**src/rtl/hazard_stall_unit.sv**
```systemverilog
// Pipeline hazard controller: load-use stall, taken-branch flush and data-memory wait with timeout.
// Optional stall-cycle counter port stall_count is built when HAZARD_PERF_CNT_EN is defined.
module hazard_stall_unit #(
   parameter int MEM_TIMEOUT = 16,
   parameter int CNT_W       = 32
) (
   input  logic       clk,
   input  logic       rst_n,
   input  logic [4:0] IF_ID_Rs1,
   input  logic [4:0] IF_ID_Rs2,
   input  logic       ID_uses_rs1,
   input  logic       ID_uses_rs2,
   input  logic [4:0] ID_EX_Rd,
   input  logic       ID_EX_MemRead,
   input  logic       EX_branch_taken,
   input  logic       mem_req,
   input  logic       mem_ready,
   output logic       pc_write,
   output logic       IF_ID_write,
   output logic       IF_ID_flush,
   output logic       ID_EX_write,
   output logic       ID_EX_bubble,
   output logic       EX_MEM_write,
   output logic       mem_error
`ifdef HAZARD_PERF_CNT_EN
   ,
   output logic [CNT_W-1:0] stall_count
`endif
);

   localparam int WCW = $clog2(MEM_TIMEOUT + 1);
   localparam logic [WCW-1:0] TIMEOUT_V  = WCW'(MEM_TIMEOUT);
   localparam logic [WCW-1:0] TIMEOUT_M1 = WCW'(MEM_TIMEOUT - 1);

   typedef enum logic {RUN, MEM_WAIT} state_t;

   state_t         state, state_nxt;
   logic [WCW-1:0] wait_cnt;
   logic           freeze;
   logic           load_use;
   logic           lu_stall;

   assign load_use = ID_EX_MemRead && (ID_EX_Rd != 5'd0) &&
                     ((ID_uses_rs1 && (ID_EX_Rd == IF_ID_Rs1)) ||
                      (ID_uses_rs2 && (ID_EX_Rd == IF_ID_Rs2)));

   // A frozen pipeline keeps the branch/load in EX, so deferred hazards
   // reappear on the inputs in the release cycle without extra state.
   always_comb begin
      state_nxt    = state;
      freeze       = 1'b0;
      lu_stall     = 1'b0;
      pc_write     = 1'b1;
      IF_ID_write  = 1'b1;
      IF_ID_flush  = 1'b0;
      ID_EX_write  = 1'b1;
      ID_EX_bubble = 1'b0;
      EX_MEM_write = 1'b1;
      case (state)
         RUN: begin
            if (mem_req && !mem_ready) begin
               freeze    = 1'b1;
               state_nxt = MEM_WAIT;
            end
         end
         MEM_WAIT: begin
            if (mem_ready) state_nxt = RUN;
            else           freeze    = 1'b1;
         end
         default: state_nxt = RUN;
      endcase
      if (freeze) begin
         pc_write     = 1'b0;
         IF_ID_write  = 1'b0;
         ID_EX_write  = 1'b0;
         EX_MEM_write = 1'b0;
      end else if (EX_branch_taken) begin
         IF_ID_flush  = 1'b1;
         ID_EX_bubble = 1'b1;
      end else if (load_use) begin
         lu_stall     = 1'b1;
         pc_write     = 1'b0;
         IF_ID_write  = 1'b0;
         ID_EX_bubble = 1'b1;
      end
   end

   always_ff @(posedge clk or negedge rst_n) begin
      if (!rst_n) begin
         state     <= RUN;
         wait_cnt  <= '0;
         mem_error <= 1'b0;
      end else begin
         state <= state_nxt;
         if (state == MEM_WAIT) begin
            if (wait_cnt != TIMEOUT_V) wait_cnt <= wait_cnt + 1'b1;
            // Flag on the edge where the count reaches the timeout; waiting continues.
            if (wait_cnt >= TIMEOUT_M1) mem_error <= 1'b1;
         end else begin
            wait_cnt <= '0;
         end
      end
   end

`ifdef HAZARD_PERF_CNT_EN
   always_ff @(posedge clk or negedge rst_n) begin
      if (!rst_n)
         stall_count <= '0;
      else if ((freeze || lu_stall) && (stall_count != {CNT_W{1'b1}}))
         stall_count <= stall_count + 1'b1;
   end
`else
   // lu_stall only feeds the optional counter.
   logic unused_lu;
   assign unused_lu = lu_stall;
`endif

endmodule

```
**config.mk**
```make
export PLATFORM = sky130hd
export DESIGN_NAME = hazard_stall_unit
export DESIGN_NICKNAME = d
export VERILOG_FILES = /design/src/rtl/hazard_stall_unit.sv
export SDC_FILE = /design/constraint.sdc
export NUM_CORES = 1
export LEC_CHECK = 0
export BUFFER_PORTS_ARGS = -buffer_cell sky130_fd_sc_hd__buf_2
export CORE_AREA = 2 2 39 41
export CTS_BUF_LIST = sky130_fd_sc_hd__clkbuf_4
export DETAILED_ROUTE_END_ITERATION = 6
export DIE_AREA = 0 0 41 43
export PLACE_DENSITY_LB_ADDON = 0.3
export SETUP_SLACK_MARGIN = 0.15
export SLEW_MARGIN = 20
export SYNTH_ARGS = -nofsm -noshare
export SYNTH_HDL_FRONTEND = slang
export SYNTH_SLANG_ARGS = --single-unit
```
**constraint.sdc**
```tcl
create_clock -name clk -period 2.1 [get_ports clk]
set_input_delay 0.21 -clock clk [delete_from_list [all_inputs] [get_ports clk]]
set_output_delay 0.21 -clock clk [all_outputs]
set_load 0.02 [all_outputs]
```
Word level (Yosys, flattened, before mapping):

Index checks and enable logic that the tools add are counted.

* bits in latches: 0
* memories kept: 0
* register bits after elaboration: 7
* memory bits (writable): 0
* input port bits: 23
* bits in read-only memories: 0
* output and inout bits: 7
* word-level logic and storage cells: 33

* order comparisons: 1
* $add $sub $neg: 1
* bitwise logic cells: 1
* divide/modulo/power cells: 0
* multiply operators: 0
* eq/ne operators: 4
* multiplexer cells: 14
* shifts and indexed selects: 0
* reduce and logical (&&, ||, !) cells: 9

Operator list (count)
* two-way mux 1 bit: 11
* == test 5 bit: 2
* two-way mux 5 bit: 2
* adder 5 x 1 -> 5 bit, second input constant: 1
* greater-or-equal comparator 5 x 4 -> 1 bit, second input constant: 1
* logical AND 1 bit: 5
* != test 5 bit, second input constant: 1
* nonzero test 5 bit: 1
* != test 2 x 1 -> 1 bit, second input constant: 1
* case mux 1 bit (2 select lines): 1
* AND reduction 2 bit: 1
* logical NOT 1 bit: 1
* logical OR 1 bit: 1
* NOT 1 bit: 1

Depth between registers and ports, before layout:

* depth in word-level cells: 7
* mapped depth: 6
* depth with buffers taken out: 6

Worst setup path before layout:

No wires, ideal clock.

* path type: register to output
* start: reg state
* end: out ID_EX_bubble
* setup slack: 270 ps
* arrival: 1620 ps
* path buffers: 0
* required time: 1890 ps
* stages on the path, launching flop included: 4
* cells stage by stage: dfrtp_1 > o21bai_1 > inv_1 > o31ai_1

* cells in the longest elaborated chain, start to end: 3

RTL lines
* start: declaration: line 37 `state_t state, state_nxt;`
* start signal: assignment: line 94 `state <= state_nxt;`
* NOT 1 bit
* case mux 1 bit (2 select lines) (*): line 59 `case (state)`
* named net freeze: line 39 `logic freeze;`
* two-way mux 1 bit (*): line 72 `if (freeze) begin`
* end: declaration: line 22 `output logic ID_EX_bubble,`

Mark *: on every way through the listed nets, which the timed path passes. The rest lies on a longest branch.

Final worst setup path:

Same ends and word-level chain as after synthesis.

==> results by group <==
Timing
  – RSZ-0062 raised after global routing: no
  – Final Hold Fails: 0
  – Worst-margin pin slew: 0.367 ns
  – Max-Slew Margin vs Limit: 75.2%
  – Final period utilization: 82.2%
  – Max Freq: 579 MHz
  – Final TNS setup: 0 ns
  – Clock Skew: 0.00148 ns
  – Slew Viols, Final: 0
  – Final setup viols: 0
  – Clock period minus worst slack: 1.73 ns

GRT
  – Vias in the first global route: 486
  – Pin count of the biggest net entering global routing: 8
  – First-pass GRT wire length: 1830 µm
  – Initial antenna violation count: 0
  – Overflow after GRT: 0
  – GR Util All Layers: 16.2%

Critical path
  – CP Capture Type: primary output
  – Kind of critical path: reg2out
  – R2r startpoint: wait_cnt[0]
  – Reg-to-reg slack, setup: 0.64 ns
  – Critical Path RT: 1.89 ns
  – Reg-to-reg endpoint: wait_cnt[2]
  – Arrival time worst endpoint: 1.52 ns
  – Critical Path End: ID_EX_bubble
  – CP startpoint: state
  – Startpoint types: register
  – Crit-path max FO: 7
  – Worst r2r path cells: 4

Power
  – Switch share: 26.6%
  – Pwr Density: 504 nW/µm²
  – Switching Power: 0.0964 mW
  – Combinational Power Share: 23.3%
  – Pleak: 0.392 nW
  – Tot Pwr: 0.362 mW
  – Worst IR Drop VDD: 0.266 mV
  – Clk pwr share: 36.5%
  – Int Pwr: 0.266 mW
  – Register share of total power: 40.2%

Floorplan
  – # IOs: 30
  – Die area: 1760 µm²
  – Placeable Area: 1380 µm²
  – Row cnt: 14
  – Initial core utilization: 38.2%
  – Chip width: 41 µm
  – Die height: 43 µm

Synth
  – FF+latch count, synth: 7
  – Synth area leader: dfrtp_1
  – Synth unique cells: 25
  – Syn avg cell area: 9.45 µm²
  – Share of the synthesized area in the top cell type: 33.1%
  – Mapped Nets: 82
  – Sequential share of the synthesized area: 33.1%
  – Syn Inst Count: 56
  – Synth top area cells: dfrtp_1, xor2_1, ha_1
  – Ys Warns: 0
  – Mapped Area: 529 µm²

Drt
  – Drt first pass iters: 1
  – DR DRC count: 0
  – Post-DRT Antenna Nets: 0
  – Starting DRT DRC Count: 0
  – Wirelength, routed: 1050 µm
  – Vias: 502
  – WL per Instance: 10.1 µm
  – Via/cell ratio: 4.83

Finish
  – Area Growth Syn to Fin: 35.9%
  – Nets@finish: 115
  – Layout cells sized above 1: 39.8%
  – Diode count: 0
  – FILL cells: 136

CTS
  – Root buffer cell: clkbuf_4
  – Clk sinks: 7
  – CTS tree: done
  – CTS Buffer Depth: 2
  – Hold-fix buffers at CTS: 1
  – Clock transition at path regs: 0.05 ns
  – Worst-Skew Late Latency: 0.25 ns
  – H-tree Lvls: 1
  – CTS resizes: 0
  – CTS buffer count: 3
  – Setup repair bufs after CTS: 0

Min path
  – Hold Path Origin: mem_req
  – Class of the worst hold path: in2reg

Outcome
  – Status: finished clean

Placed design
  – Hpwl dp: 937 µm
  – Placer Congestion: 0.619
  – IO Port Bufs: 29

Run
  – Max_cap viols: 0
sequential cells by signal, indices dropped and copies added, names as in the netlist:
name       flops
state          1
mem_error      1
wait_cnt       5
layer usage:
layer	GRT usage [%]	routed length [µm]	part of all wire (%)	vias to the layer above
met3	4.71	76	7.2	2
met1	15.8	404	38	221
met4	14.0	19	1.8	0
met5	0	0	0	-
li1	-	-	-	255
met2	25.6	553	52	24
final cells by class:
cell class	instances	area, µm²	share of cell area [%]
inverter	5	18.8	2.61
multi-input combinational	42	320	44.5
sequential	7	175	24.3
clock buffer	4	30.0	4.17
timing repair buffer	30	155	21.6
tap	16	20.0	2.78
power by group through the flow:
stage	clock network, mW	logic [mW]	registers, mW
global route	0.150	0.0949	0.147
finish	0.132	0.0844	0.146
detailed placement	0	0.0841	0.148
CTS	0.140	0.0856	0.146
global placement	0	0.0828	0.148
floorplan	0	0.0488	0.146
layout by cell type, fill, tap and decap left out, drive strengths merged:
cell          n
buf          29
xor2          9
dfrtp         7
nand2         6
inv           5
clkbuf        4
and3          3
xnor2         3
ha            3
a21boi        2
nor4          2
and2          2
o21bai        1
a32oi         1
or4           1
o21ai         1
o31a          1
o31ai         1
or4b          1
nor2          1
nand4         1
a21o          1
nor4b         1
nand3         1
dlygate4sd3   1
per-stage QoR:
step / hold WS (ns) / setup WS [ns] / area, µm² / util [%] / cells
floorplan: -0.0856 / 0.270 / 529 / - / 56
global placement: 0.0483 / 0.505 / 679 / 49.1 / 99
detailed placement: 0.0509 / 0.484 / 679 / 49.1 / 99
CTS: 0.268 / 0.348 / 719 / 52.0 / 104
global route: 0.314 / 0.176 / 719 / 52.0 / 104
finish: 0.273 / 0.373 / 719 / 52.0 / 104
cell usage after synthesis:
master and instances:
xor2_1 9, dfrtp_1 7, nand2_1 6, inv_1 5
and3_1 3, ha_1 3, xnor2_1 3, a21boi_0 2
buf_4 2, a21o_1 1, a32oi_1 1, and2_0 1
and2_1 1, nand3_1 1, nand4_1 1, nor2_1 1
nor4_1 1, nor4_2 1, nor4b_1 1, o21ai_1 1
o21bai_1 1, o31a_1 1, o31ai_1 1, or4_1 1
or4b_4 1
kinds of logic after synthesis:
group	after synthesis	share of synthesized area (%)
xor+xnor	12	19.9
compound gates	8	11.3
simple gates	19	22.2
buf+inv	7	6.38
fa+ha+maj	3	7.09
flops	7	33.1
worst min path at each step:
stage,cells past startpoint,to
final,3,state
after global routing,3,state
after CTS,3,state
after detailed placement,1,wait_cnt[0]
after global placement,1,state
after floorplan,0,mem_error
worst max-delay path: stages, from the launching register on:
cell,delay [ns]
dfrtp_1,0.43
o21bai_1,0.30
inv_1,0.10
o31ai_1,0.24
buf_2,0.20
No activity file was read; power rests on OpenSTA's default activity.
